`config.mk`:
```
export PLATFORM = sky130hd
export DESIGN_NAME = mem_arbiter
export DESIGN_NICKNAME = d
export VERILOG_FILES = /design/src/rtl/cpu_types_pkg.sv /design/src/rtl/arb_timer.sv /design/src/rtl/mem_arbiter.sv
export SDC_FILE = /design/constraint.sdc
export NUM_CORES = 1
export LEC_CHECK = 0
export ABC_AREA = 1
export BUFFER_PORTS_ARGS = -buffer_cell sky130_fd_sc_hd__buf_2
export CAP_MARGIN = 10
export CORE_AREA = 4 4 101 103
export CTS_CLUSTER_SIZE = 10
export DETAILED_ROUTE_END_ITERATION = 8
export DIE_AREA = 0 0 105 107
export GPL_ROUTABILITY_DRIVEN = 0
export SYNTH_ARGS = -nofsm -noshare
export SYNTH_HDL_FRONTEND = slang
export SYNTH_SLANG_ARGS = --single-unit
```
`constraint.sdc`:
```
create_clock -name CLK -period 2 [get_ports CLK]
set_input_delay 0.4 -clock CLK [delete_from_list [all_inputs] [get_ports CLK]]
set_output_delay 0.4 -clock CLK [all_outputs]
set_load 0.02 [all_outputs]
```
`src/rtl/cpu_types_pkg.sv`:
```
// Shared CPU types: word/RAM-state definitions plus the memory-arbiter state
// encoding and the word returned on an aborted access.
package cpu_types_pkg;

  typedef logic [31:0] word_t;

  typedef enum logic [1:0] {
    FREE   = 2'd0,
    BUSY   = 2'd1,
    ACCESS = 2'd2,
    ERROR  = 2'd3
  } ramstate_t;

  typedef enum logic [1:0] {
    IDLE   = 2'd0,
    DGRANT = 2'd1,
    IGRANT = 2'd2
  } arb_state_t;

  localparam word_t ARB_ERR_WORD = 32'hBAD0_BAD0;

endpackage

```
`src/rtl/arb_timer.sv`:
```
// Grant watchdog: cleared while the arbiter is idle, counts granted cycles,
// and holds at TIMEOUT-1 so an expired access cannot wrap back to zero.
module arb_timer #(
  parameter int TIMEOUT = 16
) (
  input  logic CLK,
  input  logic nRST,
  input  logic clear,
  input  logic count,
  output logic expired
);

  localparam int W = $clog2(TIMEOUT) + 1;

  logic [W-1:0] cnt;

  // NOTE: state registers use non-blocking assignments so every flop samples
  // pre-edge values, independent of process evaluation order.
  always_ff @(posedge CLK or negedge nRST) begin
    if (!nRST) begin
      cnt <= '0;
    end else if (clear) begin
      cnt <= '0;
    end else if (count && !expired) begin
      cnt <= cnt + 1'b1;
    end
  end

  assign expired = (cnt == W'(TIMEOUT - 1));

endmodule

```
`src/rtl/mem_arbiter.sv`:
```
// Shares the single-ported RAM between the instruction and data ports: data
// wins by default, a bounded data streak lets a pending fetch through.
module mem_arbiter
  import cpu_types_pkg::*;
#(
  parameter int TIMEOUT     = 16,
  parameter int MAX_DSTREAK = 4
) (
  input  logic      CLK,
  input  logic      nRST,
  input  logic      iREN,
  input  word_t     iaddr,
  output word_t     iload,
  output logic      iwait,
  input  logic      dREN,
  input  logic      dWEN,
  input  word_t     daddr,
  input  word_t     dstore,
  output word_t     dload,
  output logic      dwait,
  output logic      ramREN,
  output logic      ramWEN,
  output word_t     ramaddr,
  output word_t     ramstore,
  input  word_t     ramload,
  input  ramstate_t ramstate,
  output logic      arb_err
);

  localparam int SW = $clog2(MAX_DSTREAK + 1);

  arb_state_t  state, nextState;
  logic [SW-1:0] dstreak;
  logic        dReq, streakFull, timerExpired;
  logic        selD, selI, dHit, iHit, dErr, iErr;

  assign dReq       = dREN | dWEN;
  assign streakFull = (dstreak == SW'(MAX_DSTREAK));

  arb_timer #(.TIMEOUT(TIMEOUT)) uTimer (
    .CLK     (CLK),
    .nRST    (nRST),
    .clear   (state == IDLE),
    .count   (state != IDLE),
    .expired (timerExpired)
  );

  // NOTE: every signal gets a default before the case so no path leaves one
  // unassigned, which would otherwise infer a latch.
  always_comb begin
    nextState = state;
    selD      = 1'b0;
    selI      = 1'b0;
    dHit      = 1'b0;
    iHit      = 1'b0;
    dErr      = 1'b0;
    iErr      = 1'b0;
    case (state)
      IDLE: begin
        // Selection is gated by nRST so enables stay low while reset is held.
        if (nRST) begin
          if (dReq && !(iREN && streakFull)) begin
            selD      = 1'b1;
            nextState = DGRANT;
          end else if (iREN) begin
            selI      = 1'b1;
            nextState = IGRANT;
          end
        end
      end
      DGRANT: begin
        selD = 1'b1;
        if (!dReq) begin
          nextState = IDLE;
        end else if (ramstate == ACCESS) begin
          dHit      = 1'b1;
          nextState = IDLE;
        end else if (ramstate == ERROR || timerExpired) begin
          dErr      = 1'b1;
          nextState = IDLE;
        end
      end
      IGRANT: begin
        selI = 1'b1;
        if (!iREN) begin
          nextState = IDLE;
        end else if (ramstate == ACCESS) begin
          iHit      = 1'b1;
          nextState = IDLE;
        end else if (ramstate == ERROR || timerExpired) begin
          iErr      = 1'b1;
          nextState = IDLE;
        end
      end
      default: nextState = IDLE;
    endcase
  end

  // Enables follow the live request, so a withdrawn request drops them at once.
  always_comb begin
    ramREN   = 1'b0;
    ramWEN   = 1'b0;
    ramaddr  = '0;
    ramstore = '0;
    if (selD) begin
      ramREN   = dREN & ~dWEN;
      ramWEN   = dWEN;
      ramaddr  = daddr;
      ramstore = dstore;
    end else if (selI) begin
      ramREN   = iREN;
      ramaddr  = iaddr;
    end
  end

  assign dwait = ~(dHit | dErr);
  assign iwait = ~(iHit | iErr);
  assign dload = dErr ? ARB_ERR_WORD : ((dHit && !dWEN) ? ramload : '0);
  assign iload = iErr ? ARB_ERR_WORD : (iHit ? ramload : '0);

  always_ff @(posedge CLK or negedge nRST) begin
    if (!nRST) begin
      state   <= IDLE;
      dstreak <= '0;
      arb_err <= 1'b0;
    end else begin
      state <= nextState;
      if (dErr || iErr) begin
        arb_err <= 1'b1;
      end
      if (!iREN || iHit) begin
        dstreak <= '0;
      end else if (dHit && !streakFull) begin
        dstreak <= dstreak + 1'b1;
      end
    end
  end

endmodule

```
==> results by stage <==
Status:
- The run finished, with violations left.
- The final reports fail on negative setup slack.

Setup path:
- By startpoint and endpoint, the worst setup path is classified as reg -> out.
- The nature of the critical path startpoint is a flip-flop.
- Traced cell by cell, the critical path runs through ha_2, inv_2, nor2_2, ha_2, nor2_4, nor2_4, nand2_4, clkbuf_16, o21ai_2, buf_6.
- For this run, the slowest stage of the critical path takes 360 ps.
- At the worst endpoint, the arrival time is between 1500 and 2000 ps.
- The worst setup path is captured at an output port.
- At the worst endpoint, the required time is 1600 ps.
- In this run the worst path has a maximum fanout of 4.
- The cell with the biggest individual delay on the critical path is dfrtp_1.

Placed design:
- The count of buffers added on input and output ports is ~270.
- Before CTS, the worst setup slack after placement is -61.2 ps.
- Including well taps, the total number of placed cells is 760.
- The placed instances occupy a cell area of between 3000 and 4000 sq um.
- The half-perimeter wire length after placement is slightly above 9000 um.

Detailed routing:
- Detailed routing inserted a total of roughly 3,600 vias.
- The detailed-route wire length per cell is roughly 17 um.
- The detailed-route DRC error count is 0.
- The detailed-routing iteration count for the pre-antenna-repair pass is 4.
- The DRC violation total after the first TritonRoute iteration is a little over 200.
- The count of nets left with antenna violations once routing finished came out at 0.
- The highest metal layer carrying signal wires in the routed design is met4.
- The final routed wirelength across all metal layers is roughly 14,000 um.
- The average via count per standard cell is 4.53.
- In the final routing, the length of wire on met1 measures about 5000 um.
- After detailed routing, the met2 layer carries slightly above 7000 um of wire.
- The met3 wire length is ~1400 um.

Power and ir drop:
- The post-route total power is 0.00475 W.
- Power spread over the standard cell area amounts to roughly 900 nW/um^2.
- Across the VDD grid, the largest voltage drop is 0.000384 V.
- In this run the static leakage power is ~3.2 nW.

Final layout:
- The area occupied by multi-input gates is around 1900 sq um.
- The final instance count without filler cells is approximately 800.
- The final non-filler cell area is 5290 sq um.
- The final-stage net count is between 800 and 900.
- Relative to the synthesized area, the layout overhead comes to 177%.
- The layout filler cell count is between 700 and 800.
- Once layout is complete, the utilization of the core stands at between 50 and 60%.
- The sequential cells in the finished layout cover a total of ~280 sq um.
- The share of final-layout standard cells stronger than drive strength 1 is 66.0%.

Logic synthesis:
- The flip-flop and latch count after synthesis is 11.
- The cell type with the largest total area after synthesis is nand2_1.
- The top cell type by area accounts for between 20% and 30% of the synthesized area.
- The number of different library cells used by synthesis comes to 24.
- Dividing the synthesized area by the synthesized cell count gives 4.97 sq um.
- The sequential-to-total area share from yosys stat is between 10 and 15%.
- In the post-synthesis netlist, the biggest area contributors are nand2_1 (22%), inv_1 (16%), nor2_1 (16%).
- Summing every instance area after synthesis gives approximately 1900 sq um.
- The gate count after technology mapping is ~380.
- The synthesized netlist net count is roughly 520.
- The yosys synthesis warning count is 0.

Min path:
- The min-delay analysis places its worst path in the category in -> async.

GRT:
- The first-pass GRT wire length is around 18,000 um.
- The initial antenna violation count is 1.
- The total congestion overflow after global routing is 0.
- The number of global-route vias before repair came to roughly 3,400.
- Global routing used approximately a fifth of the available tracks.
- The maximum number of pins on one net before global-route repair is 34.

Floorplanning:
- The starting density of the core is around a fifth.
- The die area is about 11,000 sq um.
- The overall die height is around 110 um.
- The top-level port count is 268.
- The width of the die is ~110 um.
- The core area is between 9000 and 10,000 sq um.
- The count of standard-cell rows is 35.

Clock network:
- The number of buffers added by the clock tree synthesis step is 3.
- The count of hold buffers inserted by post-cts repair is 0.
- Clock-pin slew was measured on the worst setup and hold paths at ~50 ps.
- TritonCTS built the clock tree.
- CTS placed an instance of clkbuf_8 at the clock tree root.
- The number of sinks driven by the clock tree is 11.
- The maximum clock path buffer count is 2.
- CTS built an H-tree with a depth of 1.
- Clock latency on the worst-skew pair, taken at its later pin, is about 240 ps.

Timing:
- The number of max-slew violations in the final report is 0.
- The remaining max-slew budget at the tightest pin is around three quarters.
- For the final database, setup skew stands at around 4 ps.
- Setup repair after global routing could not meet its margin everywhere.
- Of the available clock period, the critical path in the final layout requires 112%.
- The number of setup violations in the final report is 100.
- Based on the critical path, the design can be clocked at up to between 400 and 500 MHz.
- The total count of hold-check failures in the final report is 0.
- The slew at the pin closest to its max-slew limit is roughly 370 ps.
- The final worst-path setup slack is -239 ps.
- Subtracting the final worst setup slack from the clock period gives 2240 ps.

Job:
- Max-cap violations in this run came to 0.
==> critical path, delay by kind of cell (launching register included) <==
| family | cells | cell delay [ps] |
|---|---|---|
| compound gates | 1 | 60 |
| fa+ha+maj | 2 | 410 |
| buf+inv | 3 | 350 |
| flops | 1 | 360 |
| simple gates | 4 | 420 |
==> placed cells by master, fill, tap and decap left out, types with 2 or more instances in the layout <==
| cell type | Yosys | routed |
|---|---|---|
| inv_2 | 3 | 7 |
| buf_12 | 1 | 11 |
| nor3_1 | 3 | 2 |
| nor2_1 | 80 | 44 |
| buf_4 | 0 | 29 |
| nor2_4 | 1 | 37 |
| o21ai_2 | 0 | 24 |
| buf_2 | 13 | 172 |
| ha_2 | 0 | 2 |
| a21oi_1 | 6 | 6 |
| o21ai_0 | 32 | 3 |
| buf_16 | 0 | 3 |
| inv_1 | 81 | 76 |
| clkbuf_8 | 0 | 3 |
| o21ai_4 | 1 | 10 |
| nand2_1 | 113 | 77 |
| buf_8 | 0 | 3 |
| nand2_2 | 13 | 24 |
| nand2_4 | 0 | 25 |
| buf_6 | 2 | 91 |
| dfrtp_1 | 11 | 11 |
| nand3_1 | 8 | 8 |
| clkbuf_16 | 0 | 5 |
==> Yosys cell counts <==
cell      number
a211oi_1       1
a21oi_1        6
buf_12         1
buf_2         13
buf_6          2
clkbuf_1       1
dfrtp_1       11
ha_1           4
inv_1         81
inv_2          3
nand2_1      113
nand2_2       13
nand3_1        8
nand3_2        2
nand3b_1       1
nand4_1        1
nor2_1        80
nor2_2         1
nor2_4         1
nor3_1         3
o21ai_0       32
o21ai_1        4
o21ai_4        1
xnor2_1        1
==> flip-flops by register name (all words and copies together) (netlist names) <==
register	cells
arb_err	1
dstreak	3
state	2
uTimer.cnt	5
==> final cells by class <==
class | count | area share (%)
repair buffers | 314 | 48.7
multi-input cells | 272 | 36.2
inverters | 84 | 6.06
flip-flops and latches | 11 | 5.21
well taps | 111 | 2.63
clock buffers | 4 | 0.852
repair inverters | 1 | 0.308
diodes | 1 | 0.0473
==> metal layers <==
metal | vias up | GRT usage [%]
met1 | 1688 | 23.2
met4 | 0 | 4.59
met5 | - | 0
met2 | 177 | 37.0
li1 | 1733 | -
met3 | 18 | 8.31
==> path summary, 6_finish.rpt <==
kind                                            from                        end  slack [ps]  cells past startpoint
max                        uTimer.cnt[0]$_DFFE_PN0P_                   dload[7]        -240                     10
min                                             nRST     dstreak[2]$_DFFE_PN0P_         120                      2
max reg2reg                uTimer.cnt[0]$_DFFE_PN0P_  uTimer.cnt[3]$_DFFE_PN0P_         190                     12
min reg2reg                      arb_err$_DFFE_PN0P_        arb_err$_DFFE_PN0P_         480                      1
max in group asynchronous                       nRST        arb_err$_DFFE_PN0P_        1720                      2
min in group CLK                 arb_err$_DFFE_PN0P_        arb_err$_DFFE_PN0P_         480                      1
==> stage by stage <==
step                hold WS (ps)  setup TNS, ps
floorplan                    104           -609
global placement             383              0
detailed placement           383           -706
CTS                          124         -14230
global route                 134         -21620
finish                       124         -14360
==> power by group <==
group	total (W)	switching (W)	internal [W]
registers	0.000314	0.0000412	0.000273
logic	0.00421	0.00229	0.00192
clock network	0.000224	0.0000841	0.000140
total	0.00475	0.00241	0.00233
==> cells by family after synthesis <==
logic type               Yosys count  share of synthesized area, %
AND/OR/NAND/NOR                  223                          47.8
flip-flops                        11                          14.4
AO/OA/AOI/OAI                     44                          12.3
XOR/XNOR                           1                         0.459
buffers and inverters            101                          22.4
adder cells (fa/ha/maj)            4                          2.62
==> what timing repair did <==
item                                   CTS  global route
gates cloned                             6             5
gates resized for setup                276           130
setup endpoints to repair              111           132
endpoints found under the hold margin    0             0
pin swaps                               12            27
setup buffers                           14            11
Power figures use the tool's default switching activity.
